<file path="config.mk">
export PLATFORM = sky130hd
export DESIGN_NAME = uart_tx_frame
export DESIGN_NICKNAME = d
export VERILOG_FILES = /design/src/rtl/uart_tx_frame.sv
export SDC_FILE = /design/constraint.sdc
export NUM_CORES = 1
export LEC_CHECK = 0
export ABC_AREA = 0
export BUFFER_PORTS_ARGS = -buffer_cell sky130_fd_sc_hd__buf_2
export CORE_ASPECT_RATIO = 0.75
export CORE_MARGIN = 3
export CORE_UTILIZATION = 40
export DETAILED_ROUTE_END_ITERATION = 10
export GPL_TIMING_DRIVEN = 0
export PLACE_DENSITY_LB_ADDON = 0.05
export SKIP_LAST_GASP = 1
export SLEW_MARGIN = 20
export SYNTH_ARGS = -nofsm -noshare
export SYNTH_HDL_FRONTEND = slang
export SYNTH_SLANG_ARGS = --single-unit
</file>
<file path="constraint.sdc">
create_clock -name PCLK -period 3.35 [get_ports PCLK]
set_input_delay 0.335 -clock PCLK [delete_from_list [all_inputs] [get_ports PCLK]]
set_output_delay 0.335 -clock PCLK [all_outputs]
set_load 0.01 [all_outputs]
</file>
<file path="src/rtl/uart_tx_frame.sv">
// UART transmitter: one character per VALID_I/READY_TX handshake, run-time length,
// parity mode, stop count and baud divisor, all latched when the character is accepted.
module uart_tx_frame #(
  parameter int DATA_W = 8,
  parameter int DIV_W  = 12
) (
  input  logic              PCLK,
  input  logic              RESET,
  input  logic [DATA_W-1:0] DATA_TX_I,
  input  logic              VALID_I,
  output logic              READY_TX,
  input  logic [3:0]        DATA_BITS_I,
  input  logic [1:0]        PARITY_I,
  input  logic              STOP2_I,
  input  logic [DIV_W-1:0]  BAUD_DIV_I,
  output logic              TX_O,
  output logic              BUSY_O,
  output logic              DONE_O
);

  typedef enum logic [2:0] {
    ST_IDLE   = 3'd0,
    ST_START  = 3'd1,
    ST_DATA   = 3'd2,
    ST_PARITY = 3'd3,
    ST_STOP   = 3'd4
  } state_t;

  state_t            state_reg;
  logic [DATA_W-1:0] shreg_reg;
  logic [3:0]        len_reg;
  logic              par_en_reg;
  logic              par_bit_reg;
  logic              stop2_reg;
  logic [DIV_W-1:0]  div_reg;
  logic [DIV_W-1:0]  div_cnt_reg;
  logic [3:0]        bit_cnt_reg;
  logic              stop_cnt_reg;
  logic              tx_reg;
  logic              busy_reg;
  logic              done_reg;

  logic [3:0]        len_next;
  logic [DATA_W-1:0] data_mask;
  logic              par_bit_next;
  logic              par_en_next;
  logic              bit_end;
  logic              last_stop;
  logic              accept;

  always_comb begin
    len_next = DATA_BITS_I;
    if (DATA_BITS_I < 4'd5)
      len_next = 4'd5;
    else if (DATA_BITS_I > 4'(DATA_W))
      len_next = 4'(DATA_W);
  end

  // Parity comes from the input word masked to the effective length, not the shifter.
  generate
    for (genvar gi = 0; gi < DATA_W; gi++) begin : g_mask
      assign data_mask[gi] = (4'(gi) < len_next);
    end
  endgenerate

  assign par_bit_next = (^(DATA_TX_I & data_mask)) ^ (PARITY_I == 2'b10);
  assign par_en_next  = (PARITY_I == 2'b01) || (PARITY_I == 2'b10);

  assign bit_end   = (div_cnt_reg == div_reg);
  assign last_stop = (state_reg == ST_STOP) && bit_end && (stop_cnt_reg == stop2_reg);

  // Ready during the final stop cycle too, so a waiting character starts with no gap.
  assign READY_TX = (state_reg == ST_IDLE) || last_stop;
  assign accept   = VALID_I && READY_TX;

  always_ff @(posedge PCLK) begin
    if (RESET) begin
      state_reg    <= ST_IDLE;
      shreg_reg    <= '0;
      len_reg      <= '0;
      par_en_reg   <= 1'b0;
      par_bit_reg  <= 1'b0;
      stop2_reg    <= 1'b0;
      div_reg      <= '0;
      div_cnt_reg  <= '0;
      bit_cnt_reg  <= '0;
      stop_cnt_reg <= 1'b0;
      tx_reg       <= 1'b1;
      busy_reg     <= 1'b0;
      done_reg     <= 1'b0;
    end else begin
      done_reg <= 1'b0;
      if (state_reg != ST_IDLE)
        div_cnt_reg <= bit_end ? '0 : div_cnt_reg + 1'b1;

      case (state_reg)
        ST_IDLE: begin
          tx_reg   <= 1'b1;
          busy_reg <= 1'b0;
        end
        ST_START: begin
          if (bit_end) begin
            state_reg <= ST_DATA;
            tx_reg    <= shreg_reg[0];
          end
        end
        ST_DATA: begin
          if (bit_end) begin
            if (bit_cnt_reg == len_reg - 4'd1) begin
              if (par_en_reg) begin
                state_reg <= ST_PARITY;
                tx_reg    <= par_bit_reg;
              end else begin
                state_reg <= ST_STOP;
                tx_reg    <= 1'b1;
              end
            end else begin
              bit_cnt_reg <= bit_cnt_reg + 4'd1;
              shreg_reg   <= shreg_reg >> 1;
              tx_reg      <= shreg_reg[1];
            end
          end
        end
        ST_PARITY: begin
          if (bit_end) begin
            state_reg <= ST_STOP;
            tx_reg    <= 1'b1;
          end
        end
        ST_STOP: begin
          if (bit_end) begin
            if (stop_cnt_reg == stop2_reg) begin
              state_reg <= ST_IDLE;
              busy_reg  <= 1'b0;
              done_reg  <= 1'b1;
              tx_reg    <= 1'b1;
            end else begin
              stop_cnt_reg <= 1'b1;
            end
          end
        end
        default: begin
          state_reg   <= ST_IDLE;
          tx_reg      <= 1'b1;
          busy_reg    <= 1'b0;
          div_cnt_reg <= '0;
        end
      endcase

      // Acceptance overrides the idle/stop bookkeeping above; DONE_O still pulses.
      if (accept) begin
        shreg_reg    <= DATA_TX_I;
        len_reg      <= len_next;
        par_en_reg   <= par_en_next;
        par_bit_reg  <= par_bit_next;
        stop2_reg    <= STOP2_I;
        div_reg      <= BAUD_DIV_I;
        div_cnt_reg  <= '0;
        bit_cnt_reg  <= '0;
        stop_cnt_reg <= 1'b0;
        state_reg    <= ST_START;
        tx_reg       <= 1'b0;
        busy_reg     <= 1'b1;
      end
    end
  end

  assign TX_O   = tx_reg;
  assign BUSY_O = busy_reg;
  assign DONE_O = done_reg;

endmodule

</file>
* Word-level counts from Yosys, hierarchy flattened
Cells that the tools add are included.
** Cells by class
- Add/subtract/negate cells :: 3
- Magnitude comparators :: 10
- Equal/unequal tests :: 24
- Muxes and demuxes :: 30
- Bitwise operators :: 8
- Reductions and logical operators :: 22
** Operators with widths (number)
- 8-bit 2-to-1 mux :: 4
- 3-bit 2-to-1 mux :: 7
- 3-bit by 4-bit less-than comparator with 1-bit output (first input constant) :: 4
- 3-bit != test (second input constant) :: 5
- 3-bit one-hot mux with 5 select lines :: 1
- 2-bit != test (second input constant) :: 7
- 7-bit AND reduction :: 2
- 1-bit 2-to-1 mux :: 13
- 12-bit by 1-bit adder with 12-bit output (second input constant) :: 1
- 12-bit == test :: 1
- 12-bit 2-to-1 mux :: 1
- 3-bit AND reduction :: 4
- 3-bit OR reduction :: 3
- 8-bit AND :: 1
- 1-bit by 4-bit less-than comparator with 1-bit output (first input constant) :: 2
- 2-bit by 4-bit less-than comparator with 1-bit output (first input constant) :: 2
- 4-bit 2-to-1 mux :: 2
- 8-bit parity :: 1
- 3-bit by 2-bit == test with 1-bit output (second input constant) :: 2
- 1-bit NOT :: 6
- 5-bit AND reduction :: 1
- 5-bit OR reduction :: 1
- 4-bit by 1-bit adder with 4-bit output (second input constant) :: 1
- 4-bit == test :: 1
- other kinds (19) :: 24
** Storage, ports and cells
- Register bits after elaboration :: 50
- Bits of input ports :: 30
- Output and inout port bits :: 4
- Word-level logic and storage cells :: 111

* Longest topological paths before layout
- Depth after elaboration :: 7
- Mapped depth :: 9
- Gate-level depth less buffers :: 8

* Worst setup path before layout
No wires, ideal clock.
- Path type :: register to register
- From :: register len_reg[0]
- To :: register shreg_reg[4]
- Setup time :: 0.135 ns
- Data arrival time :: 1.811 ns
- Data required time :: 3.215 ns
- Path slack :: 1.404 ns
- Stages on the path, launching flop included :: 9
- Buffers on the path :: 1
- Period minus slack after synthesis :: 1.946 ns
- Cells stage by stage :: dfxtp_1 -> inv_1 -> ha_1 -> xnor2_1 -> nor4_2 -> and4b_1 -> buf_2 -> a22oi_1 -> a21oi_1
** Between the ends
- Cells in the longest elaborated chain, start to end :: 4
** RTL lines
- from (decl) :: line 31 : logic [3:0] len_reg;
- from (signal assigned) :: line 153 : len_reg <= len_next;
- 4-bit by 1-bit subtractor with 4-bit output :: line 109 : if (bit_cnt_reg == len_reg - 4'd1) begin
- 4-bit == test :: line 109
- 2-bit != test (no line)
- 3-bit AND reduction (no line)
- to (signal assigned) :: line 119 : shreg_reg <= shreg_reg >> 1;
- to (decl) :: line 30 : logic [DATA_W-1:0] shreg_reg;
No other way between the ends.
A chain may end at the register's enable or synchronous reset.

* Worst setup path after layout
- From :: register div_cnt_reg[8]
- To :: register div_cnt_reg[1]
** Between the ends
- Cells in the longest elaborated chain, start to end :: 6
- Elaborated cells between the ends (all ways) :: 7
- Classes of those cells :: eq/ne (1); mux (1); reduce/logical (5)
** RTL lines
- from (decl) :: line 36 : logic [DIV_W-1:0] div_cnt_reg;
- from (signal assigned) :: line 94 : div_cnt_reg <= bit_end ? '0 : div_cnt_reg + 1'b1;
- 12-bit == test (*) :: line 69 : assign bit_end = (div_cnt_reg == div_reg);
- 1-bit logical AND (2 in a row) :: line 70 : assign last_stop = (state_reg == ST_STOP) && bit_end && (stop_cnt_reg == stop2_reg);
- 1-bit logical OR :: line 73 : assign READY_TX = (state_reg == ST_IDLE) || last_stop;
- 1-bit logical AND :: line 74 : assign accept = VALID_I && READY_TX;
- 3-bit OR reduction (no line)
Mark *: on every way between the ends. The rest lies on a longest branch, timed or not.

==> out/results.txt <==
outcome: complete, no violations
Vias/cell: 5.17
switching share of total power: 30.1%
die footprint: 0.00722 mm²
dominant synthesized flop cell: dfxtp_1
hold path depth: 3
H-tree depth: 2
Placed Area: 0.00275 mm²
RSZ-0062 raised after global routing: false
multiplexer area fraction after synthesis: 1.20%
largest net degree at the start of global routing: 17
RR Endpoint: div_cnt_reg[1]$_SDFFE_PP0P_
syn avg cell area: 8.39 µm²
worst-skew pair later-pin latency: 0.31 ns
Min Hold Slack: 0.252 ns
crit-path max FO: 10
CP max-delay cell: o41ai_4
Starting Density: 42.1%
Die X: 97.2 µm
Post-synth EDFFs: 0
Syn Nets: 331
antenna violations before repair: 0
hold_buf cts: 0
HP Start: BAUD_DIV_I[8]
Flop pwr share: 47.4%
CP bufs+invs: 1
DRC Markers: 0
CTS tree: built
FF-to-FF path depth: 7
startpoint types: flip-flop
Worst Skew: 0.00542 ns
fmax: 0.422 GHz
uppermost layer routed: met4
Reg clk slew, reported paths: 0.10 ns
vias in the first global route: 1951
Fill cells: 620
R2R Path Start: div_cnt_reg[8]$_SDFFE_PP0P_
max-slew violation count: 0
clk sinks: 50
share of cells above drive strength 1: 16.9%
CP top delay family: simple AND/OR/NAND/NOR gates
largest family of logic cells by synthesized area: simple AND/OR/NAND/NOR gates
LEAKAGE: 1.05 nW
Max stage delay on crit path: 0.55 ns
Yosys warning total: 0
first-pass GRT wire length: 9.60 mm
Post-Synthesis Cells: 297
Slew headroom: 59.1%
post-synthesis sequential area ratio: 40.2%
combinational share of power: 21.5%
Hold Fails Final Rpt: 0
reg-to-reg slack, setup: 0.98 ns
CP endpoint kind: flip-flop
Clk pwr share: 31.1%
Synth Area in Compound Gates: 15.8%
DRT Wirelength: 5.88 mm
met2 WL post-DR: 2.43 mm
Post-CTS Resized: 0
setup bufs post-CTS: 0
Final period util: 70.7%
hold endpoint: div_reg[8]$_SDFFE_PP0P_
Hold Crit Class: input port to flip-flop
Synth Register Bits: 50
Max clock buf depth: 2
crit path DAT: 2.54 ns
antenna cells: 0
DRT iter0 DRCs: 58
WP data required: 3.52 ns
crit-path cells: xnor2_1 -> nand4_1 -> o41ai_4 -> nand3_1 -> buf_2 -> nand2b_1 -> a221oi_1
Worst Tran Pin Value: 0.612 ns
nets: 370
detailed-router iteration count before antenna repair: 6
Core ar.: 0.00592 mm²
via count: 2144
most frequent cells in the layout: dfxtp_1, nand2_1, buf_2, a21oi_1, xnor2_1
Peak VDD IR: 0.204 mV
Rows: 24
Internal Power: 0.980 mW
CP Class: flip-flop to flip-flop
Core Util, Final: 48.4%
Die Span Y: 74.4 µm
GRT Overall Usage: 16.7%
PortBufs: 32
clock root buffer: clkbuf_8
Antenna Nets Post-Route: 0
HPWL Detailed: 4.46 mm
commonest non-fill, non-tap cell in the layout: dfxtp_1
sw power: 0.422 mW
io pins: 34
WL met3: 229 µm
final worst slack: 0.982 ns
metal1 wirelength: 3.16 mm
adder-cell share of the synthesized area: 2.01%
Post-Synth XOR/XNOR Area: 13.4%
Async SR Flop Fraction: 0%
post-route design area: 0.00286 mm²
post-synth cell types: 47
Synth Area in Simple Gates: 22.4%
area grow syn2layout: 14.9%
TritonCTS buffer count: 5
setup violators final: 0
DP Worst Slack: 0.992 ns
P per Cell Area: 490 mW/mm²
Mapped Area: 0.00249 mm²
gr ovfl total: 0
setup TNS: 0 ns
min cycle time layout: 2.37 ns
max-cap violation count: 0
routed len/inst: 14.2 µm
gpl congestion: 0.805
==> area by class of cell <==
cell class	instances	area (µm²)	area share (%)
buffer	17	101	3.54
clock buffer	5	68.8	2.40
clock inverter	3	45.0	1.57
inverter	7	26.3	0.917
multi-input combinational	223	1360	47.6
sequential	50	1000	34.9
tap	78	97.6	3.41
timing repair buffer	32	160	5.59
==> per-layer routing <==
layer | GRT usage (%) | vias up
met5 | 0 | -
met4 | 4.21 | 0
met3 | 3.37 | 6
met2 | 26.1 | 40
met1 | 23.9 | 999
li1 | - | 1099
==> power groups by stage <==
stage / clock network [mW] / registers (mW) / logic [mW]
after floorplan: 0 / 0.672 / 0.218
after global placement: 0 / 0.677 / 0.301
after detailed placement: 0 / 0.678 / 0.302
after CTS: 0.444 / 0.664 / 0.303
after global routing: 0.466 / 0.669 / 0.336
final: 0.436 / 0.664 / 0.302
==> worst max path at each step <==
stage | start | endpoint | slack (ns) | depth (start not counted)
after floorplan | len_reg[0]$_SDFFE_PP0P_ | shreg_reg[4]$_SDFFE_PP0P_ | 1.40 | 8
after global placement | div_cnt_reg[8]$_SDFFE_PP0P_ | div_cnt_reg[1]$_SDFFE_PP0P_ | 0.95 | 7
after detailed placement | div_cnt_reg[8]$_SDFFE_PP0P_ | div_reg[1]$_SDFFE_PP0P_ | 0.99 | 8
after CTS | div_cnt_reg[8]$_SDFFE_PP0P_ | div_reg[1]$_SDFFE_PP0P_ | 0.96 | 8
after global routing | div_cnt_reg[8]$_SDFFE_PP0P_ | shreg_reg[3]$_SDFFE_PP0P_ | 0.77 | 8
final | div_cnt_reg[8]$_SDFFE_PP0P_ | div_cnt_reg[1]$_SDFFE_PP0P_ | 0.98 | 7
==> cell families (layout without fill, tap and decap cells) <==
| group | count (synthesis) | after routing |
|---|---|---|
| simple gates | 118 | 118 |
| compound gates | 60 | 60 |
| flops | 50 | 50 |
| xor+xnor | 38 | 38 |
| buf+inv | 24 | 64 |
| fa+ha+maj | 4 | 4 |
| mux | 3 | 3 |
==> cells in the mapped netlist, drive strengths merged, types with 4 or more instances <==
cell / count / share of area (%)
nand4: 7 / 1.8
nand3: 13 / 2.6
ha: 4 / 2.0
nand2: 46 / 6.9
dfxtp: 50 / 40
xor2: 9 / 3.2
or3: 6 / 1.5
nor3: 6 / 1.2
clkbuf: 8 / 1.3
a21oi: 32 / 6.4
a22oi: 7 / 2.1
xnor2: 29 / 10
o21ai: 6 / 1.2
nor2: 25 / 3.9
inv: 7 / 1.1
buf: 9 / 2.8
==> per-stage QoR <==
step	power, mW	std cells
after global placement	0.978	407
after detailed placement	0.980	407
after floorplan	0.889	297
after CTS	1.41	415
final	1.40	415
after global routing	1.47	415
==> worst register-to-register path, cell delays in order, from the launching register on <==
cell and delay [ns]:
dfxtp_1 0.44, xnor2_1 0.14, nand4_1 0.25, o41ai_4 0.55, nand3_1 0.23, buf_2 0.26
nand2b_1 0.28, a221oi_1 0.09
Note: power is estimated with default switching activity, not from simulation.
